===== config.mk =====
export PLATFORM = sky130hd
export DESIGN_NAME = gs_decimalizer_seq
export DESIGN_NICKNAME = d
export VERILOG_FILES = /design/src/rtl/gs_decimalizer_seq.sv
export SDC_FILE = /design/constraint.sdc
export NUM_CORES = 1
export LEC_CHECK = 0
export ABC_AREA = 1
export CAP_MARGIN = 25
export CORE_MARGIN = 2
export CORE_UTILIZATION = 34
export CTS_BUF_LIST = sky130_fd_sc_hd__clkbuf_4
export DETAILED_ROUTE_END_ITERATION = 8
export GPL_TIMING_DRIVEN = 1
export HOLD_SLACK_MARGIN = 0.08
export MAX_ROUTING_LAYER = met4
export PLACE_DENSITY_LB_ADDON = 0.25
export SLEW_MARGIN = 0
export SYNTH_ARGS = -nofsm -noshare
export SYNTH_HDL_FRONTEND = slang
export SYNTH_SLANG_ARGS = --single-unit
export TNS_END_PERCENT = 5

===== constraint.sdc =====
create_clock -name clk -period 2.05 [get_ports clk]
set_input_delay 0.41 -clock clk [delete_from_list [all_inputs] [get_ports clk]]
set_output_delay 0.41 -clock clk [all_outputs]
set_load 0.05 [all_outputs]

===== src/rtl/gs_decimalizer_seq.sv =====
// rtl/gs_decimalizer_seq.sv - time-shared multi-channel binary-to-BCD converter (double dabble)
// Optional macro GS_DECIMALIZER_BLANK_EN generates the leading-zero blank_mask logic.
module gs_decimalizer_seq #(
  parameter int CHANNELS = 6,
  parameter int W_IN     = 8,
  parameter int DIGITS   = 2
) (
  input  logic                            clk,
  input  logic                            reset,
  input  logic                            start,
  input  logic [CHANNELS*W_IN-1:0]        in_values,
  output logic                            busy,
  output logic                            done,
  output logic [CHANNELS*DIGITS*4-1:0]    bcd_out,
  output logic [CHANNELS-1:0]             overflow,
  output logic [CHANNELS*DIGITS-1:0]      blank_mask
);

  localparam int CHW = (CHANNELS > 1) ? $clog2(CHANNELS) : 1;
  localparam int CW  = (W_IN > 1) ? $clog2(W_IN) : 1;
  localparam int BW  = DIGITS * 4;
  localparam logic [CHW-1:0] LAST_CH  = CHW'(CHANNELS - 1);
  localparam logic [CW-1:0]  LAST_BIT = CW'(W_IN - 1);

  typedef enum logic [1:0] {IDLE, LOAD, SHIFT, STORE} state_t;

  state_t                   r_state, w_next_state;
  logic [CHW-1:0]           r_ch;
  logic [CW-1:0]            r_cnt;
  logic [CHANNELS*W_IN-1:0] r_snap;
  logic [W_IN-1:0]          r_bin, w_sel_value, w_bin_shift;
  logic [BW-1:0]            r_acc, w_adj, w_acc_shift, w_res_bcd;
  logic                     r_sticky, w_carry, w_last, r_done;
  logic [CHANNELS*BW-1:0]   r_stage_bcd, w_merge_bcd, r_bcd;
  logic [CHANNELS-1:0]      r_stage_ovf, w_merge_ovf, r_ovf;

  assign w_last   = (r_ch == LAST_CH);
  assign done     = r_done;
  assign bcd_out  = r_bcd;
  assign overflow = r_ovf;

  // State register
  always_ff @(posedge clk) begin
    if (reset) r_state <= IDLE;
    else       r_state <= w_next_state;
  end

  // Next-state decode; busy is simply "not idle", so it drops in the done cycle
  always_comb begin
    w_next_state = r_state;
    busy         = 1'b1;
    case (r_state)
      IDLE: begin
        busy = 1'b0;
        if (start) w_next_state = LOAD;
      end
      LOAD:    w_next_state = SHIFT;
      SHIFT:   if (r_cnt == LAST_BIT) w_next_state = STORE;
      STORE:   w_next_state = w_last ? IDLE : LOAD;
      default: w_next_state = IDLE;
    endcase
  end

  // Pick the snapshot value of the channel being converted
  always_comb begin
    w_sel_value = '0;
    for (int c = 0; c < CHANNELS; c++)
      if (CHW'(c) == r_ch) w_sel_value = r_snap[c*W_IN +: W_IN];
  end

  // Add-3 correction then one-bit shift; the bit leaving the top digit is a 10^DIGITS carry
  always_comb begin
    w_adj = r_acc;
    for (int d = 0; d < DIGITS; d++)
      if (r_acc[d*4 +: 4] >= 4'd5) w_adj[d*4 +: 4] = r_acc[d*4 +: 4] + 4'd3;
    {w_carry, w_acc_shift, w_bin_shift} = {w_adj, r_bin, 1'b0};
  end

  // Saturate to all nines on overflow and merge the channel result into the staged set
  always_comb begin
    w_res_bcd   = r_sticky ? {DIGITS{4'h9}} : r_acc;
    w_merge_bcd = r_stage_bcd;
    w_merge_ovf = r_stage_ovf;
    for (int c = 0; c < CHANNELS; c++) begin
      if (CHW'(c) == r_ch) begin
        w_merge_bcd[c*BW +: BW] = w_res_bcd;
        w_merge_ovf[c]          = r_sticky;
      end
    end
  end

`ifdef GS_DECIMALIZER_BLANK_EN
  logic [DIGITS-1:0]          w_res_blank;
  logic [CHANNELS*DIGITS-1:0] r_stage_blank, w_merge_blank, r_blank;

  assign blank_mask = r_blank;

  // Blank a digit when it and every more significant digit are zero; digit 0 always shows
  always_comb begin
    logic v_zero_run;
    v_zero_run    = 1'b1;
    w_res_blank   = '0;
    for (int d = DIGITS - 1; d > 0; d--) begin
      v_zero_run     = v_zero_run & (r_acc[d*4 +: 4] == 4'd0);
      w_res_blank[d] = v_zero_run & ~r_sticky;
    end
    w_merge_blank = r_stage_blank;
    for (int c = 0; c < CHANNELS; c++)
      if (CHW'(c) == r_ch) w_merge_blank[c*DIGITS +: DIGITS] = w_res_blank;
  end
`else
  assign blank_mask = '0;
`endif

  // Datapath: snapshot, per-channel conversion, staging and atomic publish of results
  always_ff @(posedge clk) begin
    if (reset) begin
      r_ch          <= '0;
      r_cnt         <= '0;
      r_snap        <= '0;
      r_bin         <= '0;
      r_acc         <= '0;
      r_sticky      <= 1'b0;
      r_done        <= 1'b0;
      r_stage_bcd   <= '0;
      r_stage_ovf   <= '0;
      r_bcd         <= '0;
      r_ovf         <= '0;
`ifdef GS_DECIMALIZER_BLANK_EN
      r_stage_blank <= '0;
      r_blank       <= '0;
`endif
    end else begin
      r_done <= 1'b0;
      case (r_state)
        IDLE: begin
          if (start) begin
            r_snap <= in_values;
            r_ch   <= '0;
          end
        end
        LOAD: begin
          r_bin    <= w_sel_value;
          r_acc    <= '0;
          r_sticky <= 1'b0;
          r_cnt    <= '0;
        end
        SHIFT: begin
          r_acc <= w_acc_shift;
          r_bin <= w_bin_shift;
          r_cnt <= r_cnt + CW'(1);
          if (w_carry) r_sticky <= 1'b1;
        end
        STORE: begin
          r_stage_bcd <= w_merge_bcd;
          r_stage_ovf <= w_merge_ovf;
`ifdef GS_DECIMALIZER_BLANK_EN
          r_stage_blank <= w_merge_blank;
`endif
          if (w_last) begin
            r_bcd  <= w_merge_bcd;
            r_ovf  <= w_merge_ovf;
`ifdef GS_DECIMALIZER_BLANK_EN
            r_blank <= w_merge_blank;
`endif
            r_done <= 1'b1;
          end else begin
            r_ch <= r_ch + CHW'(1);
          end
        end
        default: ;
      endcase
    end
  end

endmodule


==> flow_summary_export.csv <==
group,metric,value,unit
clocking,h-tree-depth,4,
power,leakage,4.146,nW
global_routing,grt_start_max_net_pins,53,
clocking,cts_root_buffer,"sky130_fd_sc_hd__clkbuf_4",
sta,setup_viol,0,
clocking,cts-root-to-sink-buffers,2,
critical_path,cp_cell_sequence,"dlygate4sd2_1",
power,switching_fraction,0.3616,
cells_and_area,finished_cell_area,0.009201,sq mm
cells_and_area,synthToLayoutAreaGrowth,21.21,%
critical_path,required_time_at_the_worst_slack_endpoint,1640,ps
power,power.density,971.7,mW/mm^2
logic_synthesis,post_synth_design_cell_area,0.007591,sq mm
routing,remaining_drc_errors,0,
sta,final-max-slew-violation-count,0,
power,report.power.total,8.941,mW
routing,drt_pass1_iterations,5,
clocking,clock_latency_of_the_later_clocked_register_in_the_worst_skew_pair,580,ps
place,place.gp.congestion,0.8409,
power,share_of_power_burned_in_the_clock_network,0.232,
floorplanning,floorplan.die.width,153.4,um
routing,route.vias.total,6585,
power,p_sw,3.233,mW
flow_run,max_cap_viol,0,
sta,period_minus_slack,1948,ps
clocking,clk_transition_reported_paths,150,ps
clocking,cts_setup_buffers,0,
cells_and_area,multi_input_gate_area_in_the_final_layout,0.003216,sq mm
sta,fmax,513.3,MHz
place,placement.cell_area,0.008961,sq mm
clocking,post_cts_hold_buffer_count,0,
logic_synthesis,synthesis.area_per_instance,7.236,sq um
routing,drtAntennaViolNets,0,
cells_and_area,drive_gt1_frac,0.06701,
sta,post-route-period-util,0.9504,
critical_path,crit_path_top_delay_cell,"sky130_fd_sc_hd__dlygate4sd2_1",
routing,wl_per_cell,12.78,um
power,power_frac_seq,0.459,
cells_and_area,num-fill-cells,2319,
cells_and_area,finish.net_count,1203,
global_routing,grt_antenna_before_repair,1,
floorplanning,floorplan.die.height,153.4,um
routing,route.detailed.vias_per_inst,4.605,
critical_path,timing.critical_path.buf_inv,1,
critical_path,critPathMaxFanout,2,
sta,setup-tns-final,0,ps
critical_path,end_kind,"output port",
power,combinationalPowerShare,0.309,
logic_synthesis,yosysUniqueCellTypes,30,
clocking,cts_buffers,17,
critical_path,timing.critical_path.slowest_cell_delay,550,ps
logic_synthesis,seq_area_frac_synth,0.4562,
floorplanning,num_rows,54,
critical_path,critical_path_class,"flip-flop to output port",
critical_path,critical-path-top-delay-family,"buffers and inverters",
cells_and_area,layout.core_utilization,0.4203,
logic_synthesis,total_of_flip_flops_plus_latches_after_synthesis,173,
place,preCtsSetupSlack,187.2,ps
global_routing,via_count_of_the_first_global_routing_pass,5992,
logic_synthesis,synthesis.yosys.warnings,0,
floorplanning,die_area,0.02354,sq mm
sta,worst-slew-pin-transition,501.5,ps
clocking,clock-sinks,173,
routing,drt_wl_total,18280,um
sta,grt_setup_unrepaired,"no",
power,max-vdd-ir-drop,491.0,uV
clocking,cts_tree,"done",
place,place.port_buffers,106,
sta,timing.slew.headroom,0.6653,
logic_synthesis,syn_inst,1049,
global_routing,grt_pass1_wl,30560,um
critical_path,worstSetupStartpointType,"flip-flop",
critical_path,crit_arrival,1540,ps
sta,final_worst_slack,101.7,ps
global_routing,track_usage,0.1643,
floorplanning,top_level_ports,119,
place,dp.final_hpwl,12890,um
sta,finalHoldViolations,0,
sta,fin_skew,21.82,ps
floorplanning,placeableCoreArea,0.02189,sq mm
power,power.internal,5.708,mW
routing,drt_iter0_markers,444,
outcome,status,"finished, final reports clean",
floorplanning,floorplan.initialDensity,0.3468,
global_routing,globalRouteOverflowTotal,0,
worst_hold_path,min-delay-path-class,"input port to flip-flop",
cells_and_area,register_area,0.003468,sq mm
[per-stage QoR]
step                      std cells  hold WS [ps]
after global routing           1430         417.0
after global placement         1397         433.3
final                          1430         440.0
after floorplan                1060         424.5
after detailed placement       1397         441.4
after CTS                      1429         401.8
[state kept, by name, summed over array words and instances, names as in the netlist]
signal,flops
r_snap,48
r_acc,8
r_stage_bcd,40
done,1
r_ch,3
r_state,2
bcd_out,48
overflow,6
r_bin,8
r_sticky,1
r_stage_ovf,5
r_cnt,3
[placed cells by master, fill, tap and decap left out, types with 17 or more instances in the layout]
cell type / count
sky130_fd_sc_hd__nand2_1: 185
sky130_fd_sc_hd__dfxtp_1: 171
sky130_fd_sc_hd__o21ai_0: 157
sky130_fd_sc_hd__inv_1: 148
sky130_fd_sc_hd__a21oi_1: 105
sky130_fd_sc_hd__nor2_1: 58
sky130_fd_sc_hd__nand3_1: 57
sky130_fd_sc_hd__dlygate4sd2_1: 55
sky130_fd_sc_hd__clkdlybuf4s50_1: 50
sky130_fd_sc_hd__o211ai_1: 23
sky130_fd_sc_hd__buf_4: 21
sky130_fd_sc_hd__o21ai_1: 19
sky130_fd_sc_hd__clkbuf_4: 17
[layer usage]
metal | GRT usage | up-vias | share of wire
li1 | - | 3531 | -
met1 | 0.2225 | 2892 | 0.50
met2 | 0.2504 | 145 | 0.44
met3 | 0.03090 | 17 | 0.039
met4 | 0.04849 | 0 | 0.012
met5 | - | - | 0
[synthesized netlist by cell type]
library cell / count / share of area
sky130_fd_sc_hd__nand2_1: 186 / 0.092
sky130_fd_sc_hd__dfxtp_1: 173 / 0.46
sky130_fd_sc_hd__o21ai_0: 157 / 0.10
sky130_fd_sc_hd__inv_1: 150 / 0.074
sky130_fd_sc_hd__a21oi_1: 105 / 0.069
sky130_fd_sc_hd__nor2_1: 58 / 0.029
sky130_fd_sc_hd__nand3_1: 57 / 0.038
sky130_fd_sc_hd__clkbuf_1: 36 / 0.018
sky130_fd_sc_hd__o211ai_1: 23 / 0.023
sky130_fd_sc_hd__o21ai_1: 19 / 0.013
sky130_fd_sc_hd__buf_2: 16 / 0.011
sky130_fd_sc_hd__ha_1: 16 / 0.026
sky130_fd_sc_hd__buf_4: 13 / 0.013
sky130_fd_sc_hd__buf_1: 8 / 0.0040
sky130_fd_sc_hd__o22ai_1: 7 / 0.0058
sky130_fd_sc_hd__buf_6: 3 / 0.0044
sky130_fd_sc_hd__a211oi_1: 2 / 0.0020
sky130_fd_sc_hd__clkinv_1: 2 / 0.00099
sky130_fd_sc_hd__inv_2: 2 / 0.00099
sky130_fd_sc_hd__nor2_2: 2 / 0.0016
sky130_fd_sc_hd__nor2_8: 2 / 0.0053
sky130_fd_sc_hd__nor3_1: 2 / 0.0013
sky130_fd_sc_hd__or2_2: 2 / 0.0016
sky130_fd_sc_hd__xor2_1: 2 / 0.0023
sky130_fd_sc_hd__conb_1: 1 / 0.00049
sky130_fd_sc_hd__inv_4: 1 / 0.00082
sky130_fd_sc_hd__nand2_2: 1 / 0.00082
sky130_fd_sc_hd__nand2_4: 1 / 0.0015
sky130_fd_sc_hd__nand4_1: 1 / 0.00082
sky130_fd_sc_hd__o21bai_1: 1 / 0.00099
[worst paths after layout]
path | from | to | slack, ps | cells after the start
worst min-delay path | in_values[42] | r_snap[42] | 440 | 3
worst max register to register | r_ch[1] | bcd_out[3] | 190 | 9
worst max-delay path | bcd_out[2] | bcd_out[2] | 100 | 1
worst min register to register | bcd_out[43] | bcd_out[43] | 460 | 2
[timing repair]
| item | 4_1_cts | 5_1_grt |
|---|---|---|
| pin swaps | 0 | 0 |
| endpoints found under the setup margin | 56 | 1 |
| resized for setup | 57 | 3 |
[cell families (layout without fill, tap and decap cells)]
kind of cell / after synthesis / after routing / share of synthesized area
buf+inv: 231 / 320 / 0.1266
fa+ha+maj: 16 / 16 / 0.02637
xor+xnor: 2 / 2 / 0.002308
other cells: 1 / 13 / 0.0004940
compound gates: 314 / 314 / 0.2167
flops: 173 / 173 / 0.4562
simple gates: 312 / 312 / 0.1713
[power groups by stage]
stage | Sequential [mW] | Combinational (mW) | Clock [mW]
6_report | 4.10 | 2.76 | 2.07
5_1_grt | 4.17 | 3.18 | 2.28
4_1_cts | 4.10 | 2.78 | 2.14
3_5_place_dp | 4.17 | 2.77 | 0
3_3_place_gp | 4.16 | 2.74 | 0
2_1_floorplan | 4.15 | 1.95 | 0
[final cells by class]
type	instances	area share
Antenna cell	1	0.0002720
Sequential cell	173	0.3769
Tap cell	280	0.03807
Clock buffer	17	0.01387
Clock inverter	15	0.01863
Timing Repair Buffer	133	0.1391
Inverter	155	0.06364
Multi-Input combinational cell	656	0.3495
Power figures use the tool's default switching activity.
